File: src/rtl/freq_meter.sv
// freq_meter: measures the period and high time of an asynchronous periodic
// input in clk cycles. sig_in is synchronized, edges are detected, and a small
// IDLE/ARMED/MEASURE state machine counts cycles between consecutive rising
// edges. A saturated counter abandons the measurement with a timeout pulse.
module freq_meter #(
  parameter int CNT_W       = 16,
  parameter int SYNC_STAGES = 2   // legal range 2..4
) (
  input  logic             clk,
  input  logic             rst,
  input  logic             sig_in,
  input  logic             start,
  input  logic             cont,
  output logic [CNT_W-1:0] period,
  output logic [CNT_W-1:0] high_time,
  output logic             valid,
  output logic             timeout,
  output logic             busy
);

  typedef enum logic [1:0] {
    IDLE    = 2'd0,
    ARMED   = 2'd1,
    MEASURE = 2'd2
  } state_t;

  localparam logic [CNT_W-1:0] CNT_ZERO = '0;
  localparam logic [CNT_W-1:0] CNT_ONE  = CNT_W'(1);
  localparam logic [CNT_W-1:0] CNT_MAX  = '1;

  logic [SYNC_STAGES-1:0] sync_q, sync_d;
  logic                   dly_q, dly_d;
  logic                   sync_val;
  logic                   rise;
  logic                   fall;

  state_t                 state_q, state_d;
  logic [CNT_W-1:0]       cnt_q, cnt_d;
  logic [CNT_W-1:0]       period_q, period_d;
  logic [CNT_W-1:0]       high_q, high_d;
  logic [CNT_W-1:0]       ht_pend_q, ht_pend_d;
  logic                   fall_seen_q, fall_seen_d;
  logic                   valid_q, valid_d;
  logic                   at_max;

  // Synchronizer shift and edge detection against the one-cycle-delayed copy
  always_comb begin
    sync_d   = {sync_q[SYNC_STAGES-2:0], sig_in};
    sync_val = sync_q[SYNC_STAGES-1];
    dly_d    = sync_val;
    rise     = sync_val & ~dly_q;
    fall     = ~sync_val & dly_q;
  end

  // Synchronizer and edge-detect registers
  always_ff @(posedge clk or negedge rst) begin
    if (!rst) begin
      sync_q <= '0;
      dly_q  <= 1'b0;
    end else begin
      sync_q <= sync_d;
      dly_q  <= dly_d;
    end
  end

  // Next-state logic: counting, capture of results and the saturation timeout
  always_comb begin
    state_d     = state_q;
    cnt_d       = cnt_q;
    period_d    = period_q;
    high_d      = high_q;
    ht_pend_d   = ht_pend_q;
    fall_seen_d = fall_seen_q;
    valid_d     = 1'b0;
    timeout     = 1'b0;
    at_max      = (cnt_q == CNT_MAX);

    case (state_q)
      IDLE: begin
        if (start) begin
          state_d = ARMED;
          cnt_d   = CNT_ZERO;
        end
      end

      ARMED: begin
        if (rise) begin
          state_d     = MEASURE;
          cnt_d       = CNT_ONE;
          fall_seen_d = 1'b0;
          ht_pend_d   = CNT_ZERO;
        end else if (at_max) begin
          timeout = 1'b1;
          state_d = IDLE;
        end else begin
          cnt_d = cnt_q + CNT_ONE;
        end
      end

      MEASURE: begin
        if (rise) begin
          // Closing edge: results are published together; a missing fall
          // reports zero high time.
          period_d = cnt_q;
          high_d   = fall_seen_q ? ht_pend_q : CNT_ZERO;
          valid_d  = 1'b1;
          if (cont) begin
            cnt_d       = CNT_ONE;
            fall_seen_d = 1'b0;
            ht_pend_d   = CNT_ZERO;
          end else begin
            state_d = IDLE;
          end
        end else if (at_max) begin
          timeout = 1'b1;
          state_d = IDLE;
        end else begin
          cnt_d = cnt_q + CNT_ONE;
          if (fall && !fall_seen_q) begin
            ht_pend_d   = cnt_q;
            fall_seen_d = 1'b1;
          end
        end
      end

      default: begin
        state_d = IDLE;
      end
    endcase
  end

  // Measurement state and result registers
  always_ff @(posedge clk or negedge rst) begin
    if (!rst) begin
      state_q     <= IDLE;
      cnt_q       <= '0;
      period_q    <= '0;
      high_q      <= '0;
      ht_pend_q   <= '0;
      fall_seen_q <= 1'b0;
      valid_q     <= 1'b0;
    end else begin
      state_q     <= state_d;
      cnt_q       <= cnt_d;
      period_q    <= period_d;
      high_q      <= high_d;
      ht_pend_q   <= ht_pend_d;
      fall_seen_q <= fall_seen_d;
      valid_q     <= valid_d;
    end
  end

  assign period    = period_q;
  assign high_time = high_q;
  assign valid     = valid_q;
  assign busy      = (state_q != IDLE);

endmodule

File: config.mk
export PLATFORM = sky130hd
export DESIGN_NAME = freq_meter
export DESIGN_NICKNAME = d
export VERILOG_FILES = /design/src/rtl/freq_meter.sv
export SDC_FILE = /design/constraint.sdc
export NUM_CORES = 1
export LEC_CHECK = 0
export BUFFER_PORTS_ARGS = -buffer_cell sky130_fd_sc_hd__buf_2
export CORE_ASPECT_RATIO = 1.75
export CORE_UTILIZATION = 35
export CTS_BUF_LIST = sky130_fd_sc_hd__clkbuf_4 sky130_fd_sc_hd__clkbuf_8
export DETAILED_ROUTE_END_ITERATION = 6
export SKIP_LAST_GASP = 1
export SYNTH_ARGS = -nofsm -noshare
export SYNTH_HDL_FRONTEND = slang
export SYNTH_SLANG_ARGS = --single-unit
File: constraint.sdc
create_clock -name clk -period 2.2 [get_ports clk]
set_clock_uncertainty 0.15 [all_clocks]
set_input_delay 0.22 -clock clk [delete_from_list [all_inputs] [get_ports clk]]
set_output_delay 0.22 -clock clk [all_outputs]
set_load 0.005 [all_outputs]
==> metrics <==
Worst Path Max Fanout 7; instance count on the critical path 5; total vias in the final route 2763; Leakage 0.002114 uW; Critical Path AT 1.74 ns; clk root buf clkbuf_8; number of global-route vias before repair 2689; nets@finish 430; Largest stage delay, worst path 0.49 ns; met2 usage 0.3206; area of the multi-input gates 1403 um2; Yosys cell types 45; Syn. warnings 0; crit share post-route 0.9603; HP Class in2reg; WL final 8097 um; area grow syn2layout 23.34%; Die ar. 9703 um2; clk slew on worst S/H paths 0.07 ns; routed vias/inst 5.079; syn avg cell area 9.116 um2; Max-cap violations 0; filler instances 952; worst vdd ir 0.0004085 V; CP cell instances and3_4 -> nand2_4 -> or3_4 -> inv_2 -> buf_2; most common cell after layout, fill and taps aside nand2_1; Max Freq 473.3 MHz; Num CTS Buffers 9; io pins 40; Max stage delay cell, worst path dfrtp_1; Pins Over Slew Limit 0; Longest Clk Path Bufs 2; Seq/Total Area, Yosys 0.5459; Slew @ Worst Pin 0.5075 ns; detailed placement HPWL 5741 um; synthesized flop and latch total 71; Cell Area, Synth 3254 um2; grt met1 use 0.2038; critical path startpoint category flop; most frequent cells in the layout 108 x nand2_1, 68 x dfrtp_1, 55 x nand3_1; number of remaining DRC errors 0; Slew headroom 0.6529; final setup vio count 0; Fin. Hold Viols 0; wire length per cell 14.88 um; Final WS setup 0.08724 ns; first-pass GRT wire length 13210 um; Min Hold Slack 0.1403 ns; Starting Density 0.3601; Site Rows 46; layout cell share with drive strength beyond 1 0.2500; clock sink count 71; outcome completed; CP Data Required Time 1.83 ns; CP Class reg2out; core area 9036 um2; Inserted Diodes 0; global route hottest layer met2; DRT iter0 DRCs 143; CTS tree done; Clock Latency Late Sink 0.35 ns; cells on worst reg2reg path 8; crit end category output port; overall global routing resource usage 0.1856; routability cong. 0.8665; WHS Path Cells 3; initial antenna violation count 0; RSZ-0062 raised after global routing true; pin count of the biggest net entering global routing 72; Period minus WS final 2.113 ns; antenna viol nets, final 0; dpl ws 0.08684 ns; met3 Use GR 0.04743; DIE WIDTH 74.89 um; CP delay by family, top simple AND/OR/NAND/NOR gates; FF/Latch Area 1780 um2; H-tree depth 3; Mapped Cells 357; Pre-Repair DR Iteration Count 4; number of port buffers 39; gr ovfl total 0; Pwr Density 919.8 nW/um2; Syn Nets 367; worst path buffer plus inverter count 2; Die Y 129.6 um
## final timing paths
kind / endpoint / startpoint / slack [ns]
worst max-delay path: timeout / cnt_q[3] / 0.09
worst min-delay path: state_q[1] / cont / 0.14
worst max register to register: state_q[0] / state_q[1] / 0.14
worst min register to register: sync_q[1] / sync_q[0] / 0.20
max in group asynchronous: cnt_q[7] / rst / 1.30
min in group asynchronous: high_time[11] / rst / 0.26
## where the power goes
group	switching, uW	internal (uW)
Sequential	92.6	1460
Combinational	657	477
Clock	482	522
## through the flow
| stage | power (uW) | cell area [um2] | utilization | TNS [ns] | std cells |
|---|---|---|---|---|---|
| 2_1_floorplan | 2178 | 3254 | - | 0 | 357 |
| 3_3_place_gp | 2621 | 3730 | 0.4128 | 0 | 522 |
| 3_5_place_dp | 2636 | 3730 | 0.4128 | 0 | 522 |
| 4_1_cts | 3714 | 3970 | 0.4394 | 0 | 542 |
| 5_1_grt | 3919 | 4014 | 0.4442 | -0.01387 | 544 |
| 6_report | 3692 | 4014 | 0.4442 | 0 | 544 |
## registers in the layout (all words and copies together), names as in the netlist, 2 cells and up
register and cells:
state_q 2, cnt_q 16, ht_pend_q 16, sync_q 2, high_time 16, period 16
## synthesized netlist by cell type (all sizes together)
| cell type | instances | area share |
|---|---|---|
| nand3 | 56 | 0.090 |
| or3 | 1 | 0.0035 |
| a41oi | 2 | 0.0054 |
| o21bai | 1 | 0.0023 |
| or4 | 1 | 0.0023 |
| and4 | 4 | 0.011 |
| inv | 9 | 0.010 |
| and2 | 1 | 0.0019 |
| a2111oi | 1 | 0.0027 |
| mux2 | 1 | 0.0035 |
| nor2b | 2 | 0.0038 |
| a211oi | 2 | 0.0085 |
| nand2 | 112 | 0.13 |
| a32o | 2 | 0.0062 |
| ha | 5 | 0.019 |
| nand4 | 5 | 0.0096 |
| nor3 | 2 | 0.0046 |
| dfrtp | 71 | 0.55 |
| and3 | 5 | 0.0096 |
| nor4 | 2 | 0.0077 |
| o211a | 1 | 0.0031 |
| a21boi | 1 | 0.0023 |
| nor2 | 5 | 0.0058 |
| o31ai | 2 | 0.0046 |
| a2bb2oi | 1 | 0.0027 |
| o221ai | 1 | 0.0027 |
| buf | 10 | 0.015 |
| a22oi | 1 | 0.0023 |
| o41ai | 1 | 0.0027 |
| clkbuf | 9 | 0.010 |
| a21oi | 11 | 0.017 |
| o21ai | 18 | 0.028 |
| a31o | 1 | 0.0027 |
| a31oi | 6 | 0.012 |
| nand2b | 1 | 0.0019 |
| o211ai | 3 | 0.0085 |
## metal layers
| layer | wire [um] | vias up |
|---|---|---|
| met1 | 3261 | 1326 |
| met4 | 244 | 0 |
| met2 | 4364 | 52 |
| met5 | 0 | - |
| met3 | 226 | 18 |
| li1 | - | 1367 |
## final cells by class
class,count,share of cell area
Timing Repair Buffer,71,0.1160
Inverter,9,0.008416
Clock inverter,5,0.01247
Clock buffer,10,0.03273
Multi-Input combinational cell,258,0.3494
Tap cell,120,0.03741
Sequential cell,71,0.4436
## timing repair
action                     4_1_cts  5_1_grt
hold endpoints to repair        72        0
gates resized for setup          5        9
hold buffers                     2        0
setup endpoints to repair        1        2
gates cloned                     0        0
buffers inserted                 3        2
pin swaps                        0        2
## kinds of logic after synthesis
group / share of synthesized area
mux: 0.003460
flops: 0.5459
compound gates: 0.1127
fa+ha+maj: 0.01922
buf+inv: 0.03575
simple gates: 0.2830
## worst reg2reg max path, delay by kind of cell (launching register included)
family | cells | cell delay (ns)
compound gates | 3 | 0.67
buf+inv | 3 | 0.40
flops | 1 | 0.39
fa+ha+maj | 1 | 0.24
simple gates | 1 | 0.10
No activity file was read; power rests on OpenSTA's default activity.
